## config.mk

```make
export PLATFORM = sky130hd
export DESIGN_NAME = lsu_requester
export DESIGN_NICKNAME = d
export VERILOG_FILES = /design/src/rtl/lsu_requester.sv
export SDC_FILE = /design/constraint.sdc
export NUM_CORES = 1
export LEC_CHECK = 0
export BUFFER_PORTS_ARGS = -buffer_cell sky130_fd_sc_hd__buf_4
export CORE_AREA = 2 2 129 156
export CTS_BUF_LIST = sky130_fd_sc_hd__clkbuf_8
export DETAILED_ROUTE_END_ITERATION = 12
export DIE_AREA = 0 0 131 158
export PLACE_DENSITY = 0.54
export RECOVER_POWER = 100
export SKIP_CTS_REPAIR_TIMING = 1
export SLEW_MARGIN = 5
export SYNTH_ARGS = -nofsm -noshare
export SYNTH_HDL_FRONTEND = slang
export SYNTH_SLANG_ARGS = --single-unit
export TNS_END_PERCENT = 5
```

## constraint.sdc

```tcl
create_clock -name clk -period 8.1 [get_ports clk]
set_input_delay 1.62 -clock clk [delete_from_list [all_inputs] [get_ports clk]]
set_output_delay 1.62 -clock clk [all_outputs]
set_load 0.02 [all_outputs]
```

## src/rtl/lsu_requester.sv

```systemverilog
// lsu_requester: core-side initiator for the word-addressed load/store responder.
// Turns byte-addressed byte/half/word requests into read/write strobes, using
// read-modify-write for sub-word stores, and returns extended load data with
// an error flag for misalignment or responder timeout.
module lsu_requester #(
  parameter int WIDTH   = 32,
  parameter int TIMEOUT = 16
) (
  input  logic             clk,
  input  logic             rst,
  input  logic             req_valid,
  output logic             req_ready,
  input  logic             req_store,
  input  logic [1:0]       req_size,
  input  logic             req_unsigned,
  input  logic [WIDTH-1:0] req_addr,
  input  logic [WIDTH-1:0] req_wdata,
  output logic             resp_valid,
  output logic [WIDTH-1:0] resp_data,
  output logic             resp_err,
  output logic             mem_read,
  output logic             mem_write,
  output logic [WIDTH-1:0] mem_address,
  output logic [WIDTH-1:0] mem_write_data,
  input  logic [WIDTH-1:0] mem_read_data,
  input  logic             mem_ready
);
  localparam int CW = $clog2(TIMEOUT + 1);

  typedef enum logic [1:0] {IDLE, RD, WR, RESP} state_t;

  state_t           state_q, state_d;
  logic [CW-1:0]    cnt_q, cnt_d;
  logic             store_q, store_d;
  logic [1:0]       size_q, size_d;
  logic             uns_q, uns_d;
  logic [1:0]       off_q, off_d;
  logic [WIDTH-1:0] wdata_q, wdata_d;
  logic [WIDTH-1:0] maddr_d, mwd_d, rdata_d;
  logic             err_d, rdy_ok, tmo, misal;

  // Pick the addressed byte/half out of a word and extend it.
  function automatic logic [WIDTH-1:0] extract(input logic [WIDTH-1:0] w,
      input logic [1:0] sz, input logic un, input logic [1:0] off);
    logic [7:0]  b;
    logic [15:0] h;
    logic [WIDTH-1:0] r;
    b = w[8*off +: 8];
    h = w[16*off[1] +: 16];
    case (sz)
      2'b00:   r = un ? {{(WIDTH-8){1'b0}}, b} : {{(WIDTH-8){b[7]}}, b};
      2'b01:   r = un ? {{(WIDTH-16){1'b0}}, h} : {{(WIDTH-16){h[15]}}, h};
      default: r = w;
    endcase
    return r;
  endfunction

  // Replace the addressed byte/half lane of the fetched word with store data.
  function automatic logic [WIDTH-1:0] merge(input logic [WIDTH-1:0] w,
      input logic [WIDTH-1:0] d, input logic [1:0] sz, input logic [1:0] off);
    logic [WIDTH-1:0] r;
    r = w;
    if (sz == 2'b00) r[8*off +: 8] = d[7:0];
    else             r[16*off[1] +: 16] = d[15:0];
    return r;
  endfunction

  // Next-state, request latch, strobe payloads and response values.
  always_comb begin
    state_d = state_q;
    cnt_d   = cnt_q;
    store_d = store_q;
    size_d  = size_q;
    uns_d   = uns_q;
    off_d   = off_q;
    wdata_d = wdata_q;
    maddr_d = mem_address;
    mwd_d   = mem_write_data;
    rdata_d = '0;
    err_d   = 1'b0;
    // The first cycle in RD/WR (cnt_q==0) sees the previous strobe's ready.
    rdy_ok  = (cnt_q != '0) && mem_ready;
    tmo     = (cnt_q == CW'(TIMEOUT - 1));
    misal   = (req_size == 2'b11) ||
              (req_size == 2'b01 && req_addr[0]) ||
              (req_size == 2'b10 && req_addr[1:0] != 2'b00);
    case (state_q)
      IDLE: if (req_valid) begin
        store_d = req_store;
        size_d  = req_size;
        uns_d   = req_unsigned;
        off_d   = req_addr[1:0];
        wdata_d = req_wdata;
        cnt_d   = '0;
        if (misal) begin
          state_d = RESP;
          err_d   = 1'b1;
        end else begin
          maddr_d = {2'b00, req_addr[WIDTH-1:2]};
          if (req_store && req_size == 2'b10) begin
            mwd_d   = req_wdata;
            state_d = WR;
          end else begin
            state_d = RD;
          end
        end
      end
      RD: begin
        cnt_d = cnt_q + 1'b1;
        if (rdy_ok) begin
          if (store_q) begin
            mwd_d   = merge(mem_read_data, wdata_q, size_q, off_q);
            cnt_d   = '0;
            state_d = WR;
          end else begin
            rdata_d = extract(mem_read_data, size_q, uns_q, off_q);
            state_d = RESP;
          end
        end else if (tmo) begin
          err_d   = 1'b1;
          state_d = RESP;
        end
      end
      WR: begin
        cnt_d = cnt_q + 1'b1;
        if (rdy_ok) begin
          state_d = RESP;
        end else if (tmo) begin
          err_d   = 1'b1;
          state_d = RESP;
        end
      end
      default: state_d = IDLE;
    endcase
  end

  // State and registered outputs; strobes/handshakes decode the next state.
  always_ff @(posedge clk or posedge rst) begin
    if (rst) begin
      state_q        <= IDLE;
      cnt_q          <= '0;
      store_q        <= 1'b0;
      size_q         <= 2'b00;
      uns_q          <= 1'b0;
      off_q          <= 2'b00;
      wdata_q        <= '0;
      req_ready      <= 1'b1;
      resp_valid     <= 1'b0;
      resp_data      <= '0;
      resp_err       <= 1'b0;
      mem_read       <= 1'b0;
      mem_write      <= 1'b0;
      mem_address    <= '0;
      mem_write_data <= '0;
    end else begin
      state_q        <= state_d;
      cnt_q          <= cnt_d;
      store_q        <= store_d;
      size_q         <= size_d;
      uns_q          <= uns_d;
      off_q          <= off_d;
      wdata_q        <= wdata_d;
      req_ready      <= (state_d == IDLE);
      resp_valid     <= (state_d == RESP);
      resp_data      <= rdata_d;
      resp_err       <= err_d;
      mem_read       <= (state_d == RD);
      mem_write      <= (state_d == WR);
      mem_address    <= maddr_d;
      mem_write_data <= mwd_d;
    end
  end
endmodule

```

==> impl_metrics.ini, run 1 <==
[critical_path]
cp_slowest_cell = ha_1
reg2reg_from = state_q[1]
crit_fanout = 69
worstPathRequired_ps = 8430
critPathMaxStageDelay_ps = 1580
arrival_ps = 4760
path_cells = inv_1 > ha_1 > nand2b_1 > a22oi_1 > clkbuf_1 > mux2_2
path_depth = 6
crit_buf_inv = 2
crit_start = state_q[1]
rr_worst_depth = 6
endpoint_kind = register
cp_top_family = adder cells
start_kind = register
critical_path_class = reg -> reg

[floorplanning]
core_um2 = 19270
num_rows = 56
start_util = 0.3423
dieHeight_um = 158
die_x_um = 131
dieArea_um2 = 20700
io_pins = 205

[clocking]
clockBufferDepth = 2
insertion_delay_ps = 460
path_clk_slew_ps = 80
cts-root-buf = clkbuf_8
numCtsBuffers = 17
clkSinkCount = 128
cts_tree = built
htree_levels = 4

[cells_and_area]
drive_gt1_frac = 0.3045
final_nets = 925
fin_area_um2 = 8322
postLayoutCoreUtil = 0.4319
syn_to_final_growth_pct = 26.16
antenna_cells = 0

[power_and_ir_drop]
p_per_area_nw_per_um2 = 389.4
report.power.total_mw = 3.241
irDropWorstVdd_v = 0.0001551
power_leakage_nw = 3.709

[synthesis]
post_synth_xor_area_fraction = 0
synth_simple_gate_area_frac = 0.06677
yosysWarnings = 0
yosysMostFrequentCell = dfrtp_1
ys_ff_latch = 128
synthMuxAreaShare = 0.1810
ys.flop_type = dfrtp_1
syn_area_um2 = 6596
ys_seq_area_frac = 0.4858
syn_area_per_cell_um2 = 10.55
ys_async_sr_fraction = 1.000
synthCells = 625
synth_compound_area_frac = 0.1815
synth_fa_ha_area_frac = 0.02466
yosys.area.top_type = dfrtp_1
synth_top_family_by_area = compound AO/OA/AOI/OAI gates
synth_top_area_share = 0.4818
synth_edf_count = 0
synth.area.top_cells = dfrtp_1 48%, mux2_2 18%, a221oi_1 5.2%
ys_top_cells_by_count = 127 x dfrtp_1, 104 x mux2_2, 62 x o21ai_0, 54 x inv_1, 39 x a221oi_1
ys_types = 45

[timing]
clock_skew_ps = 14.82
setup_tns_ps = 0
slew_headroom = -1.225
finalHoldViolations = 0
fin_hold_ws_ps = 508.8
setup_violations = 0
worst_pin_slew_ps = 3319
period_needed_ps = 4426
final.period_utilization = 0.5464
rsz0062_at_grt = false
fmax_mhz = 225.9
slew_viol_final = 210

[run]
maxCapViolCount = 4

[drt]
num_vias = 5731
drc = 0
routedWlPerCell_um = 20.02
drtPass1Iterations = 5
antenna_left = 0
drtIter0Drc = 379
detail_route.vias_per_cell = 5.297
finalWirelength_um = 21660

[placement]
place_area_um2 = 8319
hpwl_um = 15850
port-buffer-count = 202
place_congestion = 0.9348

[min_path]
min_from = mem_address[10]
hold_class = reg -> reg
min_path_cells = 1

[grt]
grt_use_total = 0.2117
grt_pass1_vias = 5875
overflow = 0
grt_pass1_wl_um = 32780
antenna_found_initial = 0
grt_max_degree = 76

[status]
violations = capacitance limit, slew limit
status = complete, but fails checks
sequential cells by signal (all words and copies together), names as in the netlist, 2 cells and up:
name	flops
off_q	2
mem_write_data	32
size_q	2
resp_data	32
state_q	2
cnt_q	5
wdata_q	16
mem_address	30
through the flow:
step                      worst slack [ps]  instances
after floorplan                       3069        626
after detailed placement              4542       1050
after CTS                             4842       1082
after global placement                4632       1050
final                                 3674       1082
after global routing                  3170       1082
cells by family after synthesis:
kind of cell | Yosys count
compound gates | 182
flops | 128
mux | 105
buf+inv | 100
simple gates | 96
fa+ha+maj | 13
other cells | 1
layout by cell type, fill, tap and decap left out, types with 2 or more instances in the layout:
cell type,count
buf_4,106
a31oi_1,2
a41oi_1,2
inv_1,53
conb_1,2
a222oi_1,6
bufinv_16,2
nor4bb_1,3
clkinv_4,3
dfrtp_1,126
o21ai_0,62
a22o_1,2
clkbuf_8,17
a21oi_1,23
nand4b_1,2
a221oi_1,39
nor3b_1,2
ha_1,13
inv_8,2
a21o_1,2
a211oi_1,3
inv_6,6
o22ai_1,33
mux2_2,104
and3_1,2
nand2_1,38
nor2_1,34
or2_2,2
nand3_1,3
clkbuf_1,102
a211o_1,2
nor3_1,4
worst paths after layout:
kind,endpoint,slack (ps)
max,mem_write_data[15],3670
min,mem_address[10],510
max reg2reg,mem_write_data[15],3670
min reg2reg,mem_address[10],510
max in group asynchronous,off_q[1],4090
min in group asynchronous,mem_write_data[3],2140
cell type report:
cell class,instances,area [um2]
Clock buffer,17,234.0
Clock inverter,15,173.9
Fill cell,1972,10950
Inverter,54,203.9
Multi-Input combinational cell,398,2992
Sequential cell,128,3206
Tap cell,261,326.6
Timing Repair Buffer,209,1186
where the power goes:
part / internal [mW] / switching [mW] / total [mW]
clock network: 0.284 / 0.300 / 0.583
logic: 0.629 / 0.886 / 1.52
registers: 0.879 / 0.262 / 1.14
total: 1.79 / 1.45 / 3.24
layer usage:
metal / global-route usage / share of wire / vias to the layer above
met2: 0.3437 / 0.47 / 269
met4: 0.09726 / 0.036 / 0
met3: 0.06624 / 0.083 / 45
met5: 0 / 0 / -
met1: 0.2556 / 0.41 / 2770
li1: - / - / 2647
No activity file was read; power rests on OpenSTA's default activity.
==> run 2: changes to the inputs <==
Clock period 8.1 ns to 4.2 ns, I/O delays scaled along.
==> run 2 against run 1 <==
Net effect:
- final cell count rose by 0.28%
- the flow still finishes with violations (capacitance limit, slew limit)
- cell area up 0.66%
- critical path type unchanged
- register-to-register slack got worse by 2800 ps
- sequential share of layout area decreased by 0.27 points
==> impl_metrics.ini, run 2 (synthesis gave the netlist of run 1 again) <==
[timing]
finalHoldViolations = 0
slew_viol_final = 73
rsz0062_at_grt = false
period_needed_ps = 3282
slew_headroom = -0.2564
worst_pin_slew_ps = 1874
setup_violations = 0
fmax_mhz = 304.7
final.period_utilization = 0.7815
setup_tns_ps = 0
clock_skew_ps = 13.63

[placement]
place_inst = 1054
hpwl_um = 15710
place_congestion = 0.9184
port-buffer-count = 202

[critical_path]
rr_worst_depth = 5
r2r_setup_slack_ps = 920
crit_start = off_q[1]
start_kind = register
reg2reg_from = off_q[1]
arrival_ps = 3590
reg2reg_to = resp_data[24]
critical_path_class = reg -> reg
path_cells = buf_4 > mux4_2 > a21oi_1 > a21o_1 > nor2_1
critPathMaxStageDelay_ps = 1100
crit_end = resp_data[24]
crit_fanout = 33
cp_slowest_cell = dfrtp_1
endpoint_kind = register
worstPathRequired_ps = 4510

[cells_and_area]
final_common_cell = dfrtp_1
final_cells = 1085
fill_cells = 1963
syn_to_final_growth_pct = 26.99
multi_input_area_um2 = 2997
final_nets = 929
antenna_cells = 0
most-common-layout-cells = 127 x dfrtp_1, 107 x buf_4, 104 x mux2_2
drive_gt1_frac = 0.3022
reg.largest.list = mem_write_data: 32 flops, resp_data: 32 flops, mem_address: 30 flops
seq_area_um2 = 3204

[power_and_ir_drop]
p_per_area_nw_per_um2 = 752.9
power_leakage_nw = 3.747
irDropWorstVdd_v = 0.0002795

[floorplanning]
io_pins = 205
start_util = 0.3423
core_um2 = 19270
dieHeight_um = 158
dieArea_um2 = 20700
num_rows = 56
die_x_um = 131

[clocking]
clkSinkCount = 128
cts-root-buf = clkbuf_8
clockBufferDepth = 2
path_clk_slew_ps = 70
htree_levels = 4
insertion_delay_ps = 450
numCtsBuffers = 17
cts_tree = built

[drt]
drtIter0Drc = 555
num_vias = 5819
finalWirelength_um = 21280
drtPass1Iterations = 6
drc = 0
routedWlPerCell_um = 19.62
detail_route.vias_per_cell = 5.363
antenna_left = 0

[run]
maxCapViolCount = 2

[grt]
grt_pass1_wl_um = 32680
grt_max_degree = 69
grt_use_total = 0.2105
overflow = 0
grt_pass1_vias = 5818
antenna_found_initial = 1

[min_path]
min_from = mem_address[19]
hold_class = reg -> reg

[status]
violations = capacitance limit, slew limit
status = complete, but fails checks
-- run 2: cell types whose count changed in the layout (fill, tap and decap cells not counted), sizes merged --
cell and change:
bufinv +2, inv -5, buf +1, clkbuf +6, clkinv -1
-- run 2: metal layers --
layer  GRT usage  share of wire
met2      0.3326           0.48
met3     0.06658          0.083
met5           0        0.00047
met4      0.1039          0.038
met1      0.2587           0.40
-- run 2: power breakdown --
group / internal (mW) / switching (mW)
Sequential: 1.70 / 0.483
Combinational: 1.21 / 1.73
Clock: 0.688 / 0.502
Total: 3.59 / 2.72
-- run 2: critical path, delay by kind of cell, from the launching register on --
kind	cells	cell delay (ps)
flip-flops	1	1100
AO/OA/AOI/OAI	2	1040
multiplexers	1	380
AND/OR/NAND/NOR	1	120
buffers and inverters	1	490
-- run 2: how the worst min path moves through the flow --
stage                                 end  slack (ps)  depth (start not counted)
after floorplan               wdata_q[10]         460                          2
after global placement    mem_address[13]         490                          1
after detailed placement  mem_address[17]         490                          1
after CTS                 mem_address[19]         520                          1
after global routing      mem_address[19]         520                          1
final                     mem_address[19]         510                          1
-- run 2: metrics by stage --
step                hold slack [ps]    util  cell area [um2]  setup slack [ps]  power, mW
global route                  524.5  0.4347             8377             671.3      6.757
finish                        505.1  0.4347             8377             917.6      6.307
detailed placement            493.3  0.4340             8363              1351      5.414
global placement              489.7  0.4340             8363              1473      5.364
floorplan                     462.1       -             6604              1634      4.250
CTS                           515.7  0.4569             8803              1340      6.632
-- run 2: layout make-up --
type,count,share of cell area
clock inverter,11,0.01972
inverter,54,0.02435
clock buffer,20,0.03286
multi-input combinational,398,0.3577
timing repair buffer,213,0.1438
tap,261,0.03898
sequential,128,0.3825
==> run 3: changes to the inputs <==
Settings changed: PLACE_DENSITY 0.54 to 0.57.
Clock period 4.2 ns to 3 ns, I/O delays scaled along.
==> run 3 against run 2 <==
Net effect:
- the flow now finishes without violations
- combinational power grew 45%
- worst setup slack lost 540 ps
- highest routed layer is now met4
- sequential cell count stayed put
- worst hold slack worse by 130 ps
==> impl_metrics.ini, run 3 (synthesis gave the netlist of run 1 again) <==
[drt]
highest_layer = met4
drtPass1Iterations = 6
finalWirelength_um = 21200
drtIter0Drc = 504
wl_met2_um = 10020
routedWlPerCell_um = 19.42
wl_met1_um = 8626
drc = 0
antenna_left = 0
detail_route.vias_per_cell = 5.206
num_vias = 5685
dr_wl_met3_um = 1771

[clocking]
htree_levels = 4
clockBufferDepth = 2
numCtsBuffers = 17
path_clk_slew_ps = 80
cts_tree = built
cts-root-buf = clkbuf_8
insertion_delay_ps = 450
clkSinkCount = 128

[min_path]
min_path_cells = 2
hold_class = in -> reg
holdPathEnd = mem_address[20]
min_from = req_addr[22]

[timing]
slew_viol_final = 0
clock_skew_ps = 14.95
setup_tns_ps = 0
fin_ws_ps = 379.0
period_needed_ps = 2621
fmax_mhz = 381.5
rsz0062_at_grt = false
fin_hold_ws_ps = 376.9
final.period_utilization = 0.8737
finalHoldViolations = 0
setup_violations = 0
slew_headroom = 0.07374
worst_pin_slew_ps = 1389

[critical_path]
r2r_setup_slack_ps = 380
endpoint_kind = register
start_kind = register
cp_slowest_cell = or2_1
rr_worst_depth = 4
crit_fanout = 33
worstPathRequired_ps = 3320
reg2reg_to = resp_data[4]
crit_buf_inv = 0
cpMostUsedCell = nor2_1
reg2reg_from = size_q[0]
path_cells = or2_1 > nor2_1 > a222oi_1 > nor2_1
cp_top_family = simple AND/OR/NAND/NOR gates
critical_path_class = reg -> reg
critPathMaxStageDelay_ps = 950
arrival_ps = 2950

[floorplanning]
dieHeight_um = 158
num_rows = 56
io_pins = 205
dieArea_um2 = 20700
start_util = 0.3423
die_x_um = 131
core_um2 = 19270

[placement]
pre_cts_ws_ps = 565.7
place_inst = 1060
port-buffer-count = 202
place_congestion = 0.8667
hpwl_um = 15560

[power_and_ir_drop]
power_leakage_nw = 3.735
irDropWorstVdd_v = 0.0004626
p_int_mw = 4.846
clkPwrFrac = 0.173
p_sw_mw = 3.837
switching_share = 0.4419
report.power.total_mw = 8.684
p_per_area_nw_per_um2 = 1038
combPwrFrac = 0.491
share_seq_of_total_power = 0.335

[grt]
antenna_found_initial = 0
grt_max_degree = 65
grt_use_total = 0.2084
overflow = 0
grt_pass1_wl_um = 32510
grt_pass1_vias = 5776

[cells_and_area]
final_common_cell = dfrtp_1
final_cells = 1092
syn_to_final_growth_pct = 26.86
final_nets = 935
reg.largest.list = mem_write_data: 32 flops, resp_data: 32 flops, mem_address: 30 flops
antenna_cells = 0
most-common-layout-cells = 126 x dfrtp_1, 111 x buf_4, 104 x mux2_2, 104 x clkbuf_1, 62 x o21ai_0
drive_gt1_frac = 0.3117
fill_cells = 2018

[run]
maxCapViolCount = 0

[status]
status = completed
==> run 3: per-stage QoR <==
stage | instance area [um2] | util
after global placement | 8421 | 0.4370
after CTS | 8807 | 0.4571
after floorplan | 6604 | -
after detailed placement | 8421 | 0.4370
final | 8368 | 0.4343
after global routing | 8368 | 0.4343
==> run 3: cell type report <==
type | count | area (um2) | area share
well taps | 261 | 326.6 | 0.03903
clock buffers | 18 | 247.7 | 0.02961
repair buffers | 219 | 1246 | 0.1489
multi-input cells | 398 | 2999 | 0.3584
flip-flops and latches | 128 | 3206 | 0.3831
clock inverters | 14 | 138.9 | 0.01660
inverters | 54 | 203.9 | 0.02437
==> run 3: power groups by stage <==
stage | Sequential (mW) | Clock (mW) | Combinational (mW)
after floorplan | 3.36 | 0 | 2.59
after global placement | 2.93 | 0 | 4.64
after detailed placement | 2.94 | 0 | 4.69
after CTS | 2.92 | 1.55 | 4.71
after global routing | 2.99 | 1.60 | 4.69
final | 2.91 | 1.51 | 4.27
==> run 3: worst max path at each step <==
| stage | depth (start not counted) | from | endpoint | slack [ps] |
|---|---|---|---|---|
| floorplan | 9 | off_q[1] | mem_write_data[10] | 430 |
| finish | 4 | size_q[0] | resp_data[4] | 380 |
| global placement | 6 | off_q[1] | resp_data[31] | 640 |
| global route | 4 | size_q[0] | resp_data[2] | 180 |
| CTS | 7 | state_q[1] | mem_write_data[29] | 520 |
| detailed placement | 7 | state_q[0] | mem_write_data[17] | 570 |
==> run 3: routing by layer <==
metal	GRT usage	vias to the layer above
met1	0.2600	2703
met5	0	-
met4	0.09676	0
met3	0.06151	43
met2	0.3309	278
li1	-	2661
==> run 3: worst reg2reg max path, stage by stage (launching register included) <==
cell and delay, ps:
dfrtp_1 630, or2_1 950, nor2_1 380, a222oi_1 460, nor2_1 80
